### src/rtl/arb_pkg.sv
// Shared types and sizes for the eight-way round-robin arbiter.
package arb_pkg;
    localparam int N_REQ = 8;
    localparam int IDX_W = 3;

    typedef enum logic {
        IDLE = 1'b0,
        BUSY = 1'b1
    } arb_state_t;
endpackage

### src/rtl/onehot_enc8.sv
// One-hot to binary encoder; o_vld flags a nonzero input.
module onehot_enc8
    import arb_pkg::*;
(
    input  logic [N_REQ-1:0] i_onehot,
    output logic [IDX_W-1:0] o_idx,
    output logic             o_vld
);

    always_comb begin
        o_idx = '0;
        for (int i = 0; i < N_REQ; i++) begin
            if (i_onehot[i]) begin
                o_idx = o_idx | IDX_W'(i);
            end
        end
    end

    assign o_vld = |i_onehot;

endmodule

### src/rtl/rr_arbiter8.sv
// Eight-way round-robin arbiter with registered one-hot grant, encoded index
// and an optional hold limit that force-releases a stuck owner.
//
// state | meaning
// IDLE  | no grant; a new winner may be picked when en=1 and req!=0
// BUSY  | one owner holds the grant until done, request drop or hold limit
module rr_arbiter8
    import arb_pkg::*;
#(
    parameter int HOLD_MAX = 16,
    parameter int CNT_W    = 5
) (
    input  logic             clk,
    input  logic             rst_n,
    input  logic             en,
    input  logic [N_REQ-1:0] req,
    input  logic             done,
    output logic [N_REQ-1:0] gnt,
    output logic [IDX_W-1:0] gnt_idx,
    output logic             gnt_vld,
    output logic             timeout
);

    localparam logic             LP_LIMIT_EN = (HOLD_MAX != 0);
    localparam logic [CNT_W-1:0] LP_CNT_LAST = CNT_W'(HOLD_MAX - 1);

    arb_state_t       r_state;
    logic [IDX_W-1:0] r_ptr;
    logic [CNT_W-1:0] r_cnt;
    logic [N_REQ-1:0] r_gnt;
    logic [IDX_W-1:0] r_gnt_idx;
    logic             r_gnt_vld;
    logic             r_timeout;

    logic [2*N_REQ-1:0] w_dbl;
    logic [N_REQ-1:0]   w_rot;
    logic [N_REQ-1:0]   w_lsb;
    logic [IDX_W-1:0]   w_rot_idx;
    logic               w_rot_vld;
    logic [IDX_W-1:0]   w_win_idx;
    logic [N_REQ-1:0]   w_win_oh;
    logic               w_owner_req;
    logic               w_at_limit;

    // Rotate right by ptr so the highest-priority requester lands at bit 0.
    assign w_dbl = {req, req} >> r_ptr;
    assign w_rot = w_dbl[N_REQ-1:0];
    assign w_lsb = w_rot & (~w_rot + N_REQ'(1));

    onehot_enc8 u_enc (
        .i_onehot (w_lsb),
        .o_idx    (w_rot_idx),
        .o_vld    (w_rot_vld)
    );

    assign w_win_idx   = w_rot_idx + r_ptr;
    assign w_win_oh    = N_REQ'(1) << w_win_idx;
    assign w_owner_req = req[r_gnt_idx];
    assign w_at_limit  = LP_LIMIT_EN && (r_cnt == LP_CNT_LAST);

    always_ff @(posedge clk or negedge rst_n) begin
        if (!rst_n) begin
            r_state   <= IDLE;
            r_ptr     <= '0;
            r_cnt     <= '0;
            r_gnt     <= '0;
            r_gnt_idx <= '0;
            r_gnt_vld <= 1'b0;
            r_timeout <= 1'b0;
        end else begin
            r_timeout <= 1'b0;
            case (r_state)
                IDLE: begin
                    if (en && w_rot_vld) begin
                        r_state   <= BUSY;
                        r_gnt     <= w_win_oh;
                        r_gnt_idx <= w_win_idx;
                        r_gnt_vld <= 1'b1;
                        r_cnt     <= '0;
                    end
                end
                BUSY: begin
                    // done and request drop outrank the hold limit, so a
                    // coincident done never produces a timeout pulse.
                    if (done || !w_owner_req || w_at_limit) begin
                        r_state   <= IDLE;
                        r_gnt     <= '0;
                        r_gnt_vld <= 1'b0;
                        r_ptr     <= r_gnt_idx + IDX_W'(1);
                        r_timeout <= !done && w_owner_req;
                    end else begin
                        r_cnt <= r_cnt + CNT_W'(1);
                    end
                end
                default: begin
                    r_state <= IDLE;
                end
            endcase
        end
    end

    assign gnt     = r_gnt;
    assign gnt_idx = r_gnt_idx;
    assign gnt_vld = r_gnt_vld;
    assign timeout = r_timeout;

endmodule
### config.mk
export PLATFORM = sky130hd
export DESIGN_NAME = rr_arbiter8
export DESIGN_NICKNAME = d
export VERILOG_FILES = /design/src/rtl/arb_pkg.sv /design/src/rtl/onehot_enc8.sv /design/src/rtl/rr_arbiter8.sv
export SDC_FILE = /design/constraint.sdc
export NUM_CORES = 1
export LEC_CHECK = 0
export BUFFER_PORTS_ARGS = -buffer_cell sky130_fd_sc_hd__clkbuf_2
export CAP_MARGIN = 20
export CORE_MARGIN = 2
export CORE_UTILIZATION = 40
export DETAILED_ROUTE_END_ITERATION = 7
export GPL_TIMING_DRIVEN = 0
export PLACE_DENSITY = 0.7
export SLEW_MARGIN = 20
export SYNTH_ARGS = -nofsm -noshare
export SYNTH_HDL_FRONTEND = slang
export SYNTH_SLANG_ARGS = --single-unit
### constraint.sdc
create_clock -name clk -period 6.2 [get_ports clk]
set_clock_uncertainty 0.1 [all_clocks]
set_input_delay 0 -clock clk [delete_from_list [all_inputs] [get_ports clk]]
set_output_delay 0 -clock clk [all_outputs]
set_load 0.02 [all_outputs]
==> results.toml <==
[status]
outcome = "complete, no violations"

[routing]
drc_errors = 0
firstDrtPassIters = 4
wl_per_cell_um = 14.3
highest_layer = "met4"
via_per_inst = 5.53
wl_met1_um = 1550
wl_met3_um = 96
antenna_left = 0
wl_met2_um = 1710
routed_wl_um = 3370
first_iter_violations = 111
vias = 1306

[die]
die_area_um2 = 4340
num_rows = 22
start_util_pct = 41.8
die_h_um = 65.9
core_area_um2 = 3660
boundaryPins = 25
die_x_um = 65.9

[layout]
drive_above_1_share_pct = 21.3
multi_input_area_um2 = 896
stdcell_count = 236
layout.nets = 206
syn_to_final_growth_pct = 16.0
nFillCells = 343
ff_latch_area_um2 = 551
diodes = 0

[worst_hold_path]
hp-class = "in -> reg"
hold_path.startpoint = "en"

[clock_network]
path_clk_slew_ns = 0.08
cts_buffers = 3
clk_root_buffer_cell = "clkbuf_8"
cts_tree = "built"
cts_resized = 0
clkLatencyLatePin_ns = 0.26
cts_buffer_depth = 2
clock_sinks = 22
htree_levels = 1

[global_routing]
grt_max_degree = 23
grtUsageTotal_pct = 17.4
grt_pass1_wl_um = 5900
grt-ovfl-total = 0
grt_pass1_vias = 1267
grt_antenna_before_repair = 0

[timing]
setup_viol = 0
rsz0062_at_grt = "no"
fmax_ghz = 0.314
fin_crit_sh_pct = 51.4
worstMarginPinSlew_ns = 0.776
finalHoldViolCount = 0
slew_violations = 0
final.min_clock_period_ns = 3.19
whs_ns = 0.0715
relSlewSlack_pct = 48.0
tns_ns = 0

[setup_path]
cp-end-kind = "flop"
arrival_ns = 3.29
cp_data_required_time_ns = 6.30
crit_type = "reg -> reg"
startpoint = "r_ptr[1]"
rr_startpoint = "r_ptr[1]"
crit_fanout = 9
setup.worst_path.start_class = "flop"

[pwr]
power_leakage_uw = 0.000848
power_density_nw_per_um2 = 459
peakVddDrop_mv = 0.257
fin_total_pwr_uw = 816

[synth]
synth.area.top_cells = "dfrtp_1 36%, a22o_1 6.3%, mux2i_1 4.6%"
async_reset_ff_share_pct = 100
ys_seq_area_share_pct = 35.9
avgSynthCellArea_um2 = 9.57
synth.most_common_cell = "dfrtp_1"
synth-seq-cells = 22
synth_cells = 160
synth_flop_cell = "dfrtp_1"
syn_area_um2 = 1530
ys_top_cells_by_count = "22 x dfrtp_1, 13 x nor2_1, 11 x a22o_1, 11 x nand2_1, 10 x inv_1"
synth_cell_types = 46
synth_edf_count = 0
syn_nets = 177
synth.top_cell.area_share_pct = 35.9
yosys_warnings = 0
synth_top_cell_by_area = "dfrtp_1"

[run]
max-cap-violations = 0

[place]
dp_hpwl_um = 2550
dp.cells = 230
portBuffers = 22
gp_congestion = 0.909
## path summary, 6_finish.rpt
path | to | slack (ns) | depth (start not counted)
worst max-delay path | gnt[1] | 3.01 | 11
max in group asynchronous | r_cnt[0] | 5.47 | 2
min in group asynchronous | gnt[7] | 0.17 | 2
worst min register to register | r_cnt[4] | 0.39 | 1
worst min-delay path | gnt[0] | 0.07 | 4
worst max register to register | gnt[1] | 3.01 | 11
## timing repair
action                                  CTS  global route
endpoints found under the setup margin    0             0
hold endpoints to repair                 23             0
buffers inserted                          0             0
hold buffers                              2             0
## sequential cells by signal, indices dropped and copies added (netlist names)
register / count
gnt: 8
r_cnt: 5
gnt_idx: 3
r_ptr: 3
gnt_vld: 1
r_state: 1
timeout: 1
## metrics by stage
stage	utilization [%]	instance area, um2	worst slack [ns]
final	48.5	1780	3.01
after global placement	46.5	1700	3.07
after global routing	48.5	1780	2.71
after CTS	48.5	1780	3.04
after detailed placement	46.5	1700	3.06
after floorplan	-	1530	3.41
## area by class of cell
type / count / area share [%]
Sequential cell: 22 / 31.0
Multi-Input combinational cell: 121 / 50.4
Tap cell: 48 / 3.38
Timing Repair Buffer: 24 / 7.32
Buffer: 5 / 2.25
Clock buffer: 4 / 3.10
Inverter: 12 / 2.54
## critical path: stages, from the launching register on
cell     delay (ns)
dfrtp_1        0.38
inv_2          0.17
mux4_2         0.55
a21oi_1        0.35
a21oi_1        0.08
o21a_1         0.20
ha_1           0.17
inv_1          0.06
fa_1           0.21
inv_1          0.07
o32ai_1        0.54
a22o_1         0.23
## routing by layer
layer	vias to the layer above	track usage (%)
met5	-	0
li1	656	-
met4	0	3.13
met3	4	3.24
met2	15	30.1
met1	631	22.9
## where the power goes
part	switching [uW]	internal, uW	leakage (uW)
registers	40.7	192	0.000287
clock network	44.9	56.5	0.0000288
logic	287	195	0.000532
total	373	443	0.000848
## cell usage in the layout (no fill, tap or decap), drive strengths merged, types with 3 or more instances in the layout
| cell | instances |
|---|---|
| a22oi | 4 |
| nor2b | 8 |
| nand2 | 11 |
| dfrtp | 22 |
| nor2 | 14 |
| buf | 5 |
| nor3b | 3 |
| mux2i | 7 |
| a22o | 11 |
| o21ai | 9 |
| nand3 | 3 |
| inv | 12 |
| clkbuf | 26 |
| a21oi | 9 |
| ha | 4 |
| or2 | 4 |
| a211o | 4 |
## cell families (layout without fill, tap and decap cells)
family          count (synthesis)  after routing  synth area share (%)
simple gates                   52             52                  18.2
xor+xnor                        1              1                 0.572
flops                          22             22                  35.9
buf+inv                        17             45                  5.56
fa+ha+maj                       5              5                  4.58
mux                             9              9                  7.52
compound gates                 54             54                  27.6
No activity file was read; power rests on OpenSTA's default activity.
